## src/rtl/axi_lite_downsize_ctrl_pkg.sv

```systemverilog
// Shared definitions for the 64-to-32-bit request downsizer: FSM state
// encodings, the upper-beat address offset and the strobe used for read beats.
package axi_lite_downsize_ctrl_pkg;

    // 3-bit state encoding; IDLE is all-zero so the debug state reads 0 in reset.
    typedef enum logic [2:0] {
        ST_IDLE    = 3'd0,
        ST_LO_REQ  = 3'd1,
        ST_LO_WAIT = 3'd2,
        ST_HI_REQ  = 3'd3,
        ST_HI_WAIT = 3'd4,
        ST_RESP    = 3'd5
    } state_t;

    // Byte offsets of the two beats inside the 8-byte aligned window.
    localparam logic [2:0] LO_OFFSET = 3'd0;
    localparam logic [2:0] HI_OFFSET = 3'd4;

    // Reads always fetch the whole 32-bit word.
    localparam logic [3:0] READ_STRB = 4'hF;

    // Strobe presented on a beat: the request's half-strobe for writes, full word for reads.
    function automatic logic [3:0] beat_strb(input logic we, input logic [3:0] half_strb);
        return we ? half_strb : READ_STRB;
    endfunction

endpackage

```

## src/rtl/downsize_watchdog.sv

```systemverilog
// Per-beat wait-state watchdog for the downsizer. Compiled only when
// DOWNSIZE_TIMEOUT_EN is defined. The count restarts on i_clear, advances on
// each enabled cycle, and o_expired flags the LIMIT-th enabled cycle.
`ifdef DOWNSIZE_TIMEOUT_EN
module downsize_watchdog
    import axi_lite_downsize_ctrl_pkg::*;
#(
    parameter int LIMIT = 1024
) (
    input  logic i_clock,
    input  logic i_reset,
    input  logic i_clear,
    input  logic i_enable,
    output logic o_expired
);

    localparam int CW = (LIMIT > 1) ? $clog2(LIMIT) : 1;

    logic [CW-1:0] r_count;

    assign o_expired = i_enable && (r_count == CW'(LIMIT - 1));

    // Cycle counter: restart on state entry, hold once expired.
    always_ff @(posedge i_clock or posedge i_reset) begin
        if (i_reset) begin
            r_count <= '0;
        end else if (i_clear) begin
            r_count <= '0;
        end else if (i_enable && !o_expired) begin
            r_count <= r_count + CW'(1);
        end
    end

endmodule
`endif

```

## src/rtl/axi_lite_downsize_ctrl.sv

```systemverilog
// Sequencer carrying one 64-bit request at a time onto a 32-bit slave bus.
// Writes issue 0-2 beats depending on which strobe halves are set; reads
// always issue two beats and merge the data into 64 bits {hi,lo}.
// Optional per-beat timeout: define DOWNSIZE_TIMEOUT_EN.
//
// Handshakes: a transfer happens on the rising clock edge where valid and
// ready are both high; once raised, valid and its payload hold until that
// edge. The m_rsp_valid return channel is a single-cycle pulse with no ready.
module axi_lite_downsize_ctrl
    import axi_lite_downsize_ctrl_pkg::*;
#(
    parameter int ADDR_W         = 32,
    parameter int TIMEOUT_CYCLES = 1024
) (
    input  logic              clock,
    input  logic              reset,
    input  logic              req_valid,
    output logic              req_ready,
    input  logic              req_we,
    input  logic [ADDR_W-1:0] req_addr,
    input  logic [63:0]       req_wdata,
    input  logic [7:0]        req_wstrb,
    output logic              rsp_valid,
    input  logic              rsp_ready,
    output logic [63:0]       rsp_rdata,
    output logic              rsp_err,
    output logic              m_valid,
    input  logic              m_ready,
    output logic              m_we,
    output logic [ADDR_W-1:0] m_addr,
    output logic [31:0]       m_wdata,
    output logic [3:0]        m_wstrb,
    input  logic              m_rsp_valid,
    input  logic [31:0]       m_rsp_rdata,
    input  logic              m_rsp_err,
    output logic [2:0]        dbg_state
);

    state_t            r_state;
    state_t            w_next;
    logic              r_we;
    logic [ADDR_W-4:0] r_base;
    logic [63:0]       r_wdata;
    logic [7:0]        r_wstrb;
    logic [63:0]       r_rdata;
    logic              r_err;

    logic              w_accept;
    logic              w_need_hi;
    logic              w_expired;
    logic              w_timeout_fire;
    logic              w_unused_addr_lsbs;

    // Low address bits are ignored: every request is treated as 8-byte aligned.
    assign w_unused_addr_lsbs = ^req_addr[2:0];

    assign req_ready = (r_state == ST_IDLE) && !reset;
    assign w_accept  = req_valid && req_ready;
    assign w_need_hi = !r_we || (r_wstrb[7:4] != 4'h0);
    assign dbg_state = r_state;

`ifdef DOWNSIZE_TIMEOUT_EN
    logic w_state_change;
    logic w_in_beat;

    assign w_state_change = (w_next != r_state);
    assign w_in_beat      = (r_state == ST_LO_REQ) || (r_state == ST_LO_WAIT) ||
                            (r_state == ST_HI_REQ) || (r_state == ST_HI_WAIT);

    downsize_watchdog #(
        .LIMIT(TIMEOUT_CYCLES)
    ) u_watchdog (
        .i_clock  (clock),
        .i_reset  (reset),
        .i_clear  (w_state_change),
        .i_enable (w_in_beat),
        .o_expired(w_expired)
    );
`else
    localparam int unused_timeout_cycles = TIMEOUT_CYCLES;
    assign w_expired = 1'b0;
`endif

    // State register.
    always_ff @(posedge clock or posedge reset) begin
        if (reset) begin
            r_state <= ST_IDLE;
        end else begin
            r_state <= w_next;
        end
    end

    // Next-state logic; a handshake or beat response always beats the timeout.
    always_comb begin
        w_next         = r_state;
        w_timeout_fire = 1'b0;
        case (r_state)
            ST_IDLE: begin
                if (w_accept) begin
                    if (!req_we || (req_wstrb[3:0] != 4'h0)) begin
                        w_next = ST_LO_REQ;
                    end else if (req_wstrb[7:4] != 4'h0) begin
                        w_next = ST_HI_REQ;
                    end else begin
                        w_next = ST_RESP;
                    end
                end
            end
            ST_LO_REQ: begin
                if (m_ready) begin
                    w_next = ST_LO_WAIT;
                end else if (w_expired) begin
                    w_next         = ST_RESP;
                    w_timeout_fire = 1'b1;
                end
            end
            ST_LO_WAIT: begin
                if (m_rsp_valid) begin
                    w_next = w_need_hi ? ST_HI_REQ : ST_RESP;
                end else if (w_expired) begin
                    w_next         = ST_RESP;
                    w_timeout_fire = 1'b1;
                end
            end
            ST_HI_REQ: begin
                if (m_ready) begin
                    w_next = ST_HI_WAIT;
                end else if (w_expired) begin
                    w_next         = ST_RESP;
                    w_timeout_fire = 1'b1;
                end
            end
            ST_HI_WAIT: begin
                if (m_rsp_valid || w_expired) begin
                    w_next         = ST_RESP;
                    w_timeout_fire = !m_rsp_valid;
                end
            end
            ST_RESP: begin
                if (rsp_ready) begin
                    w_next = ST_IDLE;
                end
            end
            default: w_next = ST_IDLE;
        endcase
    end

    // Request latch, read-data merge and error accumulation.
    always_ff @(posedge clock or posedge reset) begin
        if (reset) begin
            r_we    <= 1'b0;
            r_base  <= '0;
            r_wdata <= '0;
            r_wstrb <= '0;
            r_rdata <= '0;
            r_err   <= 1'b0;
        end else begin
            if (w_accept) begin
                r_we    <= req_we;
                r_base  <= req_addr[ADDR_W-1:3];
                r_wdata <= req_wdata;
                r_wstrb <= req_wstrb;
                r_rdata <= '0;
                r_err   <= 1'b0;
            end
            if ((r_state == ST_LO_WAIT) && m_rsp_valid) begin
                if (!r_we) begin
                    r_rdata[31:0] <= m_rsp_rdata;
                end
                r_err <= r_err | m_rsp_err;
            end
            if ((r_state == ST_HI_WAIT) && m_rsp_valid) begin
                if (!r_we) begin
                    r_rdata[63:32] <= m_rsp_rdata;
                end
                r_err <= r_err | m_rsp_err;
            end
            if (w_timeout_fire) begin
                r_err <= 1'b1;
            end
        end
    end

    // Beat mux and response outputs; everything is zero outside its state.
    always_comb begin
        m_valid   = 1'b0;
        m_we      = 1'b0;
        m_addr    = '0;
        m_wdata   = '0;
        m_wstrb   = '0;
        rsp_valid = 1'b0;
        rsp_rdata = '0;
        rsp_err   = 1'b0;
        case (r_state)
            ST_LO_REQ: begin
                m_valid = 1'b1;
                m_we    = r_we;
                m_addr  = {r_base, LO_OFFSET};
                m_wdata = r_wdata[31:0];
                m_wstrb = beat_strb(r_we, r_wstrb[3:0]);
            end
            ST_HI_REQ: begin
                m_valid = 1'b1;
                m_we    = r_we;
                m_addr  = {r_base, HI_OFFSET};
                m_wdata = r_wdata[63:32];
                m_wstrb = beat_strb(r_we, r_wstrb[7:4]);
            end
            ST_RESP: begin
                rsp_valid = 1'b1;
                rsp_rdata = r_rdata;
                rsp_err   = r_err;
            end
            default: ;
        endcase
    end

endmodule

```

## config.mk

```make
export PLATFORM = sky130hd
export DESIGN_NAME = axi_lite_downsize_ctrl
export DESIGN_NICKNAME = d
export VERILOG_FILES = /design/src/rtl/axi_lite_downsize_ctrl_pkg.sv /design/src/rtl/downsize_watchdog.sv /design/src/rtl/axi_lite_downsize_ctrl.sv
export SDC_FILE = /design/constraint.sdc
export NUM_CORES = 1
export LEC_CHECK = 0
export BUFFER_PORTS_ARGS = -buffer_cell sky130_fd_sc_hd__clkbuf_2
export CELL_PAD_IN_SITES_DETAIL_PLACEMENT = 1
export CELL_PAD_IN_SITES_GLOBAL_PLACEMENT = 2
export CORE_UTILIZATION = 31
export CTS_CLUSTER_DIAMETER = 120
export CTS_CLUSTER_SIZE = 10
export DETAILED_ROUTE_END_ITERATION = 16
export PLACE_DENSITY_LB_ADDON = 0.1
export SLEW_MARGIN = 20
export SYNTH_ARGS = -nofsm -noshare
export SYNTH_HDL_FRONTEND = slang
export SYNTH_SLANG_ARGS = --single-unit
```

## constraint.sdc

```tcl
create_clock -name clock -period 9.1 [get_ports clock]
set_input_delay 1.365 -clock clock [delete_from_list [all_inputs] [get_ports clock]]
set_output_delay 1.365 -clock clock [all_outputs]
set_load 0.03 [all_outputs]
```

==> flow_summary.json <==
{
  "r2r-start": "dbg_state[1]$_DFFE_PP0P_",
  "setup_tns_ps": 0,
  "area_delta_synth_final_pct": 27.4,
  "hold_ws_ps": 469,
  "p_seq_share_pct": 40.0,
  "required_ps": 7740,
  "antenna_found_initial": 4,
  "hold_violations": 0,
  "core_area_sq_mm": 0.0244,
  "rr_worst_depth": 6,
  "synth_top_area_share_pct": 55.1,
  "grt_pass1_wl_um": 37900,
  "place.gp.congestion": 0.725,
  "swShare_pct": 40.9,
  "async_reset_ff_share_pct": 100,
  "synth-edff-count": 0,
  "grt_overflow": 0,
  "cts_tree": "yes",
  "io_buffers": 278,
  "grt_setup_unrepaired": "no",
  "track_usage_pct": 18.9,
  "synthCells": 815,
  "postRouteAntennaNets": 0,
  "multiInputGateArea_sq_mm": 0.00314,
  "drive_above_1_share_pct": 30.4,
  "grt_pass1_vias": 6864,
  "max-cap-violations": 0,
  "powerDensity_mw_per_mm2": 318,
  "ys_ff_latch": 170,
  "num_vias": 6469,
  "cpMaxStageDelayCell": "dfrtp_1",
  "htreeDepth": 4,
  "crit_cells": 4,
  "r2r_setup_slack_ps": 6390,
  "synth_area_leaders": "dfrtp_1 55%, nand2_1 15%, and2_1 7.8%",
  "floorplan.die.width_um": 160,
  "r2r-end": "r_wstrb[1]$_DFFE_PP0P_",
  "drtIter0Drc": 267,
  "hold_buffers": 0,
  "slew_viol_final": 0,
  "leakage_nw": 5.39,
  "clk_pin_slew_ps": 70,
  "p_switching_mw": 1.28,
  "fp-row-count": 57,
  "root_buffer": "clkbuf_16",
  "path_buf_inv": 2,
  "worstSetupPathType": "reg -> out",
  "ys_types": 37,
  "yosys.area.top_type": "dfrtp_1",
  "seq_area_frac_synth_pct": 55.1,
  "yosysWarnings": 0,
  "ctsResizeCount": 0,
  "endpoint": "m_addr[31]",
  "io_pins": 284,
  "utilization_pct": 40.3,
  "period_needed_ps": 4190,
  "hp-class": "reg -> reg",
  "peakVddDrop_v": 0.000130,
  "p_int_mw": 1.85,
  "pwr-share-clk_pct": 22.4,
  "cts_setup_buffers": 0,
  "nFillCells": 2948,
  "ys.flop_type": "dfrtp_1",
  "seqCellArea_sq_mm": 0.00426,
  "avgRoutedWirePerCell_um": 16.6,
  "dp_hpwl_um": 15200,
  "dr.pass1.iters": 4,
  "cts_buffer_depth": 2,
  "die_y_um": 160,
  "status": "finished, final reports clean",
  "syn_area_sq_mm": 0.00772,
  "grt_max_degree": 95,
  "crit_path_cell_trace": "or2b_4, inv_1, and2_1, clkbuf_2",
  "slew_headroom_pct": 37.1,
  "crit_family": "buffers and inverters",
  "clock_skew_ps": 13.6,
  "arrival_ps": 2820,
  "synth_commonest_cells": "310 x nand2_1, 170 x dfrtp_1, 96 x and2_1, 64 x a22o_1",
  "clkSinkCount": 170,
  "cts_buffers": 17,
  "drt-total-wl_um": 23200,
  "start_kind": "register",
  "clk_latency_ps": 430,
  "nets": 1205,
  "timing.final.ws_setup_ps": 4910,
  "post-synth-top-count-cell": "nand2_1",
  "crit_fanout": 39,
  "start_util_pct": 31.7,
  "die-area_sq_mm": 0.0255,
  "max_freq_mhz": 239,
  "finalCritPeriodShare_pct": 46.0,
  "max_stage_delay_ps": 720,
  "hold-path-cell-count": 2,
  "endpoint_kind": "output pin",
  "place_ws_ps": 5280,
  "avgSynthCellArea_sq_um": 9.47,
  "worst_pin_slew_ps": 943,
  "setup-violations-final": 0,
  "comb_power_share_pct": 37.7,
  "viasPerCell": 4.62,
  "crit_start": "dbg_state[0]$_DFFE_PP0P_",
  "drc": 0
}
power groups by stage:
| stage | Combinational, mW | Sequential, mW | Clock (mW) |
|---|---|---|---|
| floorplan | 0.919 | 1.21 | 0 |
| global placement | 1.18 | 1.26 | 0 |
| detailed placement | 1.20 | 1.26 | 0 |
| CTS | 1.21 | 1.25 | 0.724 |
| global route | 1.32 | 1.30 | 0.752 |
| finish | 1.18 | 1.25 | 0.700 |
final cells by class:
class	count	share of cell area (%)
diodes	1	0.0255
inverters	4	0.204
well taps	324	4.12
flip-flops and latches	170	43.3
clock buffers	18	4.36
repair buffers	285	14.7
clock inverters	14	1.30
multi-input cells	583	32.0
metal layers:
metal	track usage, %	wire length, um	share of wire, %
met1	24.0	10300	44
met2	30.0	10600	46
met3	6.57	1800	7.7
met4	6.45	484	2.1
met5	0	25	0.11
worst min path at each step:
stage | start | end | slack [ps]
floorplan | r_base[0]$_DFFE_PP0P_ | r_base[0]$_DFFE_PP0P_ | 440
global placement | r_base[2]$_DFFE_PP0P_ | r_base[2]$_DFFE_PP0P_ | 450
detailed placement | r_base[9]$_DFFE_PP0P_ | r_base[9]$_DFFE_PP0P_ | 450
CTS | r_base[24]$_DFFE_PP0P_ | r_base[24]$_DFFE_PP0P_ | 470
global route | r_base[28]$_DFFE_PP0P_ | r_base[28]$_DFFE_PP0P_ | 480
finish | r_base[24]$_DFFE_PP0P_ | r_base[24]$_DFFE_PP0P_ | 470
cell usage in the layout (no fill, tap or decap), types with 4 or more instances in the layout:
| cell | n |
|---|---|
| mux2i_1 | 36 |
| nor2_1 | 36 |
| o21ai_0 | 4 |
| clkbuf_2 | 278 |
| a22o_1 | 64 |
| clkbuf_16 | 17 |
| dfrtp_1 | 169 |
| buf_4 | 6 |
| and2_1 | 95 |
| inv_6 | 6 |
| a21oi_1 | 5 |
| nand2_1 | 309 |
state kept, by name, indices dropped and copies added, names as in the netlist:
signal     count
r_wdata       64
r_err          1
r_rdata       64
r_base        29
dbg_state      3
r_we           1
r_wstrb        8
metrics by stage:
| step | instances | area [sq um] | power (mW) |
|---|---|---|---|
| 6_report | 1399 | 9830 | 3.13 |
| 5_1_grt | 1399 | 9830 | 3.37 |
| 4_1_cts | 1398 | 9830 | 3.19 |
| 3_5_place_dp | 1366 | 9270 | 2.47 |
| 3_3_place_gp | 1366 | 9270 | 2.44 |
| 2_1_floorplan | 816 | 7720 | 2.13 |
worst min-delay path, stage by stage, from the launching register on:
cell,delay (ps)
dfrtp_1,330
nand2_1,50
nand2_1,50
kinds of logic (layout without fill, tap and decap cells):
| kind of cell | after synthesis | count (layout) | share of synthesized area (%) |
|---|---|---|---|
| and+or+nand+nor | 461 | 461 | 26.5 |
| AOI/OAI and AO/OA | 83 | 83 | 8.96 |
| xor gates and xnor gates | 1 | 1 | 0.113 |
| other | 1 | 3 | 0.0486 |
| buffers and inverters | 63 | 321 | 4.64 |
| muxes | 36 | 36 | 4.67 |
| DFF | 170 | 170 | 55.1 |
Power figures use the tool's default switching activity.
